**src/rtl/noc_pkg.sv**
```systemverilog
// Shared router definitions: link geometry, header fields, port indices and
// the output-port state encoding.
package noc_pkg;

    localparam int FLIT_W    = 32;
    localparam int PKT_FLITS = 4;

    // Header flit destination fields
    localparam int DST_X_HI = 31;
    localparam int DST_X_LO = 28;
    localparam int DST_Y_HI = 27;
    localparam int DST_Y_LO = 24;

    // Router port indices
    localparam int XPLUS  = 0;
    localparam int XMINUS = 1;
    localparam int YPLUS  = 2;
    localparam int YMINUS = 3;
    localparam int PE     = 4;

    typedef enum logic {
        IDLE = 1'b0,
        SEND = 1'b1
    } outport_state_e;

endpackage

```
**src/rtl/credit_counter.sv**
```systemverilog
// Saturating credit counter: consume decrements, ret increments, both
// together leave the count unchanged. Starts full at MAX.
module credit_counter #(
    parameter int MAX = 4,
    parameter int W   = 3
) (
    input  logic         clk,
    input  logic         rst,
    input  logic         consume,
    input  logic         ret,
    output logic [W-1:0] count,
    output logic         nonzero,
    output logic         overflow
);

    // Flags decoded from the count; overflow marks a return with no room left
    always_comb begin
        nonzero  = (count != '0);
        overflow = ret && !consume && (count == W'(MAX));
    end

    // Count register, saturating at both ends
    always_ff @(posedge clk) begin
        if (rst) begin
            count <= W'(MAX);
        end else if (consume && !ret && (count != '0)) begin
            count <= count - W'(1);
        end else if (ret && !consume && (count != W'(MAX))) begin
            count <= count + W'(1);
        end
    end

endmodule

```
**src/rtl/outport.sv**
```systemverilog
// Router output port: registers one packet at a time from the crossbar onto
// the link, flags packet start on the diff pair and tracks downstream credits.
module outport
    import noc_pkg::*;
#(
    parameter int FLIT_W    = noc_pkg::FLIT_W,
    parameter int PKT_FLITS = noc_pkg::PKT_FLITS,
    parameter int CREDITS   = 4,
    parameter int CRD_W     = 3
) (
    input  logic              clk,
    input  logic              rst,
    input  logic [FLIT_W-1:0] xbar_data,
    input  logic              xbar_valid,
    output logic              port_ready,
    input  logic              crt_in,
    output logic [FLIT_W-1:0] output_channel,
    output logic              diff_pair_p,
    output logic              diff_pair_n,
    output logic [CRD_W-1:0]  credit_cnt,
    output logic              proto_err
);

    localparam int CNT_W = $clog2(PKT_FLITS + 1);

    outport_state_e   state;
    outport_state_e   state_next;
    logic [CNT_W-1:0] flit_cnt;
    logic [CNT_W-1:0] flit_cnt_next;
    logic [CNT_W-1:0] flit_cnt_inc;
    logic             accept;
    logic             pass_flit;
    logic             hdr_err;
    logic             credit_nonzero;
    logic             credit_ovf;

    credit_counter #(
        .MAX (CREDITS),
        .W   (CRD_W)
    ) u_credit (
        .clk      (clk),
        .rst      (rst),
        .consume  (accept),
        .ret      (crt_in),
        .count    (credit_cnt),
        .nonzero  (credit_nonzero),
        .overflow (credit_ovf)
    );

    // State register: packet FSM and flit counter
    always_ff @(posedge clk) begin
        if (rst) begin
            state    <= IDLE;
            flit_cnt <= '0;
        end else begin
            state    <= state_next;
            flit_cnt <= flit_cnt_next;
        end
    end

    // Next-state logic: header opens a packet, the last flit closes it
    always_comb begin
        state_next    = state;
        flit_cnt_next = flit_cnt;
        flit_cnt_inc  = flit_cnt + CNT_W'(1);
        case (state)
            IDLE: begin
                if (accept) begin
                    state_next    = SEND;
                    flit_cnt_next = CNT_W'(1);
                end
            end
            SEND: begin
                if (xbar_valid) begin
                    if (flit_cnt_inc == CNT_W'(PKT_FLITS)) begin
                        state_next    = IDLE;
                        flit_cnt_next = '0;
                    end else begin
                        flit_cnt_next = flit_cnt_inc;
                    end
                end
            end
            default: begin
                state_next    = IDLE;
                flit_cnt_next = '0;
            end
        endcase
    end

    // Output decode: ready comes from registers only; strobes qualify the link
    always_comb begin
        port_ready  = (state == IDLE) && credit_nonzero;
        accept      = (state == IDLE) && xbar_valid && port_ready;
        pass_flit   = (state == SEND) && xbar_valid;
        hdr_err     = (state == IDLE) && xbar_valid && !port_ready;
        diff_pair_n = ~diff_pair_p;
    end

    // Link register: one-cycle flit latency, zero when idle, toggle on header
    always_ff @(posedge clk) begin
        if (rst) begin
            output_channel <= '0;
            diff_pair_p    <= 1'b1;
        end else begin
            output_channel <= (accept || pass_flit) ? xbar_data : '0;
            if (accept) begin
                diff_pair_p <= ~diff_pair_p;
            end
        end
    end

    // Sticky protocol error: dropped header or credit returned while full
    always_ff @(posedge clk) begin
        if (rst) begin
            proto_err <= 1'b0;
        end else if (hdr_err || credit_ovf) begin
            proto_err <= 1'b1;
        end
    end

endmodule

```
**config.mk**
```make
export PLATFORM = sky130hd
export DESIGN_NAME = outport
export DESIGN_NICKNAME = d
export VERILOG_FILES = /design/src/rtl/noc_pkg.sv /design/src/rtl/credit_counter.sv /design/src/rtl/outport.sv
export SDC_FILE = /design/constraint.sdc
export NUM_CORES = 1
export LEC_CHECK = 0
export ABC_AREA = 1
export BUFFER_PORTS_ARGS = -buffer_cell sky130_fd_sc_hd__buf_4
export CORE_ASPECT_RATIO = 1.25
export CORE_MARGIN = 3
export CORE_UTILIZATION = 40
export CTS_BUF_LIST = sky130_fd_sc_hd__clkbuf_8 sky130_fd_sc_hd__clkbuf_16
export DETAILED_ROUTE_END_ITERATION = 10
export PLACE_DENSITY = 0.75
export SETUP_SLACK_MARGIN = 0.5
export SLEW_MARGIN = 10
export SYNTH_ARGS = -nofsm -noshare
export SYNTH_HDL_FRONTEND = slang
export SYNTH_HIERARCHICAL = 1
export SYNTH_SLANG_ARGS = --single-unit
export TNS_END_PERCENT = 5
```
**constraint.sdc**
```tcl
create_clock -name clk -period 1.65 [get_ports clk]
set_input_delay 0.33 -clock clk [delete_from_list [all_inputs] [get_ports clk]]
set_output_delay 0.33 -clock clk [all_outputs]
set_load 0.02 [all_outputs]
```
==> results of run 1 <==
## worst max-delay path, delay by kind of cell (launching register included)
| family | cells | cell delay, ps |
|---|---|---|
| adder cells (fa/ha/maj) | 1 | 510 |
| buffers and inverters | 2 | 100 |
| flip-flops | 1 | 360 |
| AND/OR/NAND/NOR | 8 | 490 |
## sequential cells by signal (all words and copies together) (netlist names)
signal	count
output_channel	32
flit_cnt	3
u_credit/count	3
diff_pair_p	1
proto_err	1
state	1
## power by group through the flow
stage	combinational (mW)	clock (mW)	sequential (mW)
global route	0.643	0.882	1.10
CTS	0.593	0.846	1.09
global placement	0.508	0	1.12
detailed placement	0.512	0	1.12
finish	0.594	0.823	1.09
floorplan	0.215	0	1.20
## per-layer routing
| metal | GRT usage | share of wire | vias up |
|---|---|---|---|
| met2 | 0.266 | 0.53 | 50 |
| met3 | 0.0316 | 0.088 | 5 |
| li1 | - | - | 675 |
| met5 | 0 | 0 | - |
| met1 | 0.141 | 0.37 | 559 |
| met4 | 0.0887 | 0.020 | 0 |
## cell families (layout without fill, tap and decap cells)
kind of cell	count (synthesis)	in the layout	synth area share
adders and majority gates	4	4	0.0394
buffers and inverters	51	142	0.147
DFF	41	41	0.562
and+or+nand+nor	70	70	0.216
AOI/OAI and AO/OA	7	7	0.0351
## final timing paths
path                                       start                              to  slack (ps)
hold / removal                               rst  u_credit/count[0]$_SDFFE_PP0P_         250
setup reg to reg  u_credit/count[1]$_SDFFE_PP0P_  u_credit/count[1]$_SDFFE_PP0P_          90
setup / recovery  u_credit/count[1]$_SDFFE_PP0P_  u_credit/count[1]$_SDFFE_PP0P_          90
hold reg to reg         flit_cnt[0]$_SDFFE_PP0P_        flit_cnt[0]$_SDFFE_PP0P_         470
## per-stage QoR
stage	power (mW)	worst slack, ps	TNS (ps)	cells
CTS	2.53	68.9	0	301
global route	2.62	13.7	0	301
finish	2.51	89.2	0	301
floorplan	1.41	-36.0	-36.0	173
global placement	1.63	58.2	0	285
detailed placement	1.63	13.3	0	285
## layout by cell type, fill, tap and decap left out
cell type	count
buf_4	83
nand3_4	1
nor3_1	1
fa_2	1
bufinv_16	1
buf_6	2
inv_1	44
clkbuf_8	6
ha_1	3
inv_4	1
inv_2	3
o21ai_0	1
nand3_2	1
nor2_1	34
dfxtp_4	3
o211ai_4	1
nand3_1	9
nor2_4	2
nand2_4	2
buf_12	2
a21oi_1	5
nor2_2	3
nand2_1	15
dfxtp_1	38
nand2_2	2
## area by class of cell
| cell class | count | share of cell area |
|---|---|---|
| clock inverters | 2 | 0.0157 |
| well taps | 37 | 0.0201 |
| repair buffers | 87 | 0.297 |
| clock buffers | 6 | 0.0358 |
| multi-input cells | 81 | 0.195 |
| inverters | 47 | 0.0764 |
| flip-flops and latches | 41 | 0.360 |
## timing repair
| action | 4_1_cts | 5_1_grt |
|---|---|---|
| resized for setup | 4 | 1 |
| setup buffers | 8 | 0 |
| endpoints found under the setup margin | 41 | 46 |
| pin swaps | 4 | 1 |
==> metrics, run 1 <==
Mapped Area=1460 um2; global-route wire length before repair=4710 um; clk_lat worst skew=290 ps; crit end category=register; worst-path cell chain=nor2_4 > nand2_4 > nand3_4 > inv_2 > inv_2 > nor2_4 > nand2_4 > fa_2 > nand2_1 > nand2_1 > nor2_2; Logic pwr share=0.237; Reg2Reg Depth=11; RSZ-0062 raised after global routing=true; synth top area cells=dfxtp_1, inv_1, nor2_1; diode count=0; Max-Cap Viols=0; count leader, synth=inv_1; total grt overflow=0; Layout Nets=303; Yosys top cell by area=dfxtp_1; register area=832 um2; CTS tree=done; slowest CP cell=fa_2; Yosys top cell area share=0.562; warnings from Yosys=6; total track usage=0.144; Placement Cell Area=2090 um2; sw frac=0.267; via count=1,289; fraction of layout cells with a size suffix above 1=0.432; vias in the first global route=1,131; final core occ=0.686; asr flop ratio synth=0; Longest Clk Path Bufs=2; Core Region=3370 um2; Worst-path clk slew=70 ps; design area=approximately 2300 um2; final worst-path cycle share=0.946; syn_area_per_cell=between 8 and 9 um2; HP Class=in2reg; drc violations=0; Fin Hold WS=approximately 250 ps; GP Congestion=0.789; fmax=641 MHz; TritonCTS buffer count=5; Yosys reg bits=41; P_sw=0.669 mW; Sequential Power Share=0.435; Die ar.=4420 um2; vias per cell=4.28; DR pass1 iterations=4; critical path startpoint category=register; crit-path max FO=2; Final Max Tran Viols=0; synth unique cells=18; area taken by multi-input logic gates=449 um2; synthesized instance count=173; total length of routed wires=3160 um; CP required=1830 ps; H-tree level count=2; CP Class=reg2reg; Setup violations, final=0; fillers=279; Die Wd=roughly 60 um; crit-path max cell delay=approximately 510 ps; Power Density=1090 nW/um2; port bufs=74; Final Hold Vio Count=0; Post-DP HPWL=2320 um; initial antenna violation count=0; Post-synth EDFFs=0; DRT iter0 DRCs=47; Cell Int Power=around 1.8 mW; effective utilization at floorplan=0.434; WL/cell=10.5 um; Clk Tree Root Cell=clkbuf_8; Seq/Total Area, Yosys=0.562; Mapped Nets=213; clk sinks=41; Slew HR=0.784; leakage power=approximately 1.3 nW; Critical Path AT=~1700 ps; status=completed; Clock Skew=5.51 ps; Routed Antenna Nets=0; row count=23; Tightest Pin Transition=320 ps; Hold-fix buffers, CTS=0; Post-synth top flop=dfxtp_1; die height=73.6 um; Clk pwr share=0.328; I/O pin cnt=75; Final min period=1560 ps; Synth-to-Final Area Change=58.1%; largest net degree at the start of global routing=33; Peak VDD IR=0.000764 V; worst hold path cell count=2; commonest cells in the netlist=inv_1, dfxtp_1, nor2_1
Power figures use the tool's default switching activity.
==> run 2: changes to the inputs <==
Settings changed: BUFFER_PORTS_ARGS -buffer_cell sky130_fd_sc_hd__buf_4 to -buffer_cell sky130_fd_sc_hd__buf_2.
==> metrics, run 2 (synthesis gave the netlist of run 1 again) <==
status=completed; Post-DP HPWL=2220 um (-4.0%); port bufs=74 (unchanged); crit-path max FO=4 (+2); Final Max Tran Viols=0 (unchanged); dpl ws=0.183 ps (-13.1 ps); Routed Antenna Nets=0 (unchanged); Core Region=3370 um2 (unchanged); commonest non-fill, non-tap cell in the layout=buf_2; fmax=613 MHz (-4.4%); WL/cell=11.2 um (+6.7%); crit end category=register; Fin Hold WS=247 ps (-2.49 ps); critical path startpoint category=register; final worst-path cycle share=0.989 (+0.0434); vias in the first global route=1,135 (+0.35%); TritonCTS buffer count=5 (unchanged); CTS tree=done; fraction of layout cells with a size suffix above 1=0.585 (+0.153); Final Hold Vio Count=0 (unchanged); Setup violations, final=0 (unchanged); largest net degree at the start of global routing=33 (unchanged); via count=1,316 (+2.1%); HP Class=in2reg; GP Congestion=0.789 (+0.10%); routed length on met3=225 um (-19%); initial antenna violation count=0 (unchanged); CP Class=reg2reg; final core occ=0.714 (+0.0282); biggest regs=output_channel: 32 flops, flit_cnt: 3 flops, u_credit/count: 3 flops; clk sinks=41 (unchanged); routed wl met2=1900 um (+14%); Die ar.=4420 um2 (unchanged); effective utilization at floorplan=0.434 (unchanged); Synth-to-Final Area Change=64.6%; vias per cell=4.36 (+1.8%); DRT iter0 DRCs=30 (-36%); register area=833 um2 (+0.15%); row count=23 (unchanged); Clk Tree Root Cell=clkbuf_8; Power Density=1040 nW/um2 (-4.2%); uppermost layer routed=met4; Final min period=1630 ps (+71.6 ps); leakage power=1.25 nW (-2.3%); Layout Nets=305 (+0.66%); Slew HR=0.772 (-0.0125); Tightest Pin Transition=342 ps (+22.2 ps); Longest Clk Path Bufs=2 (unchanged); Worst-path clk slew=70 ps (about the same); clk_lat worst skew=280 ps (about the same); design area=2400 um2 (+4.1%); Hold-fix buffers, CTS=0 (unchanged); DR pass1 iterations=4 (unchanged); most frequent cells in the layout=buf_2, inv_1, dfxtp_1; Largest Register=output_channel; die height=73.6 um (unchanged); diode count=0 (unchanged); total track usage=0.143 (-0.00158); Peak VDD IR=0.000928 V (+21%); drc violations=0 (unchanged); fillers=242 (-13%); Max-Cap Viols=0 (unchanged); RSZ-0062 raised after global routing=true; total length of routed wires=3390 um (+7.1%); global-route wire length before repair=4660 um (-0.87%); total grt overflow=0 (unchanged); I/O pin cnt=75 (unchanged); Die Wd=60.0 um (unchanged); Critical Path AT=1810 ps (+70 ps); H-tree level count=2 (unchanged); CP required=1820 ps (about the same); area taken by multi-input logic gates=713 um2 (+59%); Met1 Wirelength=1180 um (+2.5%); final worst slack=17.6 ps (-71.6 ps); Largest register FFs=32 (unchanged); Clock Skew=4.73 ps (-0.780 ps); Placement Cell Area=1910 um2 (-8.8%); Power, Total=2.50 mW (-0.27%)
[run 2: power breakdown]
group          total, mW  internal [mW]  switching [mW]  leakage, nW
combinational      0.660          0.280           0.380        0.863
sequential          1.09           1.06          0.0328        0.338
clock              0.747          0.439           0.307       0.0540
[run 2: worst max-delay path, cell delays in order, from the launching register on]
cell and delay [ps]:
dfxtp_4 370, nor2_4 40, nand2_4 80, nand3_4 70
inv_2 70, inv_2 40, nor2_4 100, nand2_4 60
fa_2 380, inv_2 90, nand3_4 80, nand3_2 70
nand3_2 60
[run 2: through the flow]
stage | cells | setup TNS (ps)
after floorplan | 173 | -36.0
after global placement | 285 | 0
after detailed placement | 285 | 0
after CTS | 300 | 0
after global routing | 302 | -87.7
final | 302 | 0
[run 2: repair_timing]
| item | CTS | global route |
|---|---|---|
| gates resized for setup | 4 | 78 |
| endpoints found under the setup margin | 43 | 46 |
| pin swaps | 4 | 41 |
| buffers inserted | 8 | 2 |
[run 2: final cells by class]
type / count / area share
inverters: 47 / 0.0734
well taps: 37 / 0.0193
flip-flops and latches: 41 / 0.347
multi-input cells: 81 / 0.297
repair buffers: 89 / 0.221
clock inverters: 2 / 0.0146
clock buffers: 5 / 0.0286
[run 2: final timing paths]
check	from	endpoint	slack, ps	cells after the start
worst max-delay path	u_credit/count[1]$_SDFFE_PP0P_	u_credit/count[2]$_SDFFE_PP1P_	20	12
worst min-delay path	xbar_data[19]	output_channel[19]$_SDFF_PP0_	250	3
worst max register to register	u_credit/count[1]$_SDFFE_PP0P_	u_credit/count[2]$_SDFFE_PP1P_	20	12
worst min register to register	flit_cnt[1]$_SDFFE_PP0P_	flit_cnt[1]$_SDFFE_PP0P_	470	2
[run 2: metal layers]
metal	vias up	track usage
met4	0	0.0813
li1	678	-
met2	51	0.250
met5	-	0
met1	581	0.143
met3	6	0.0475
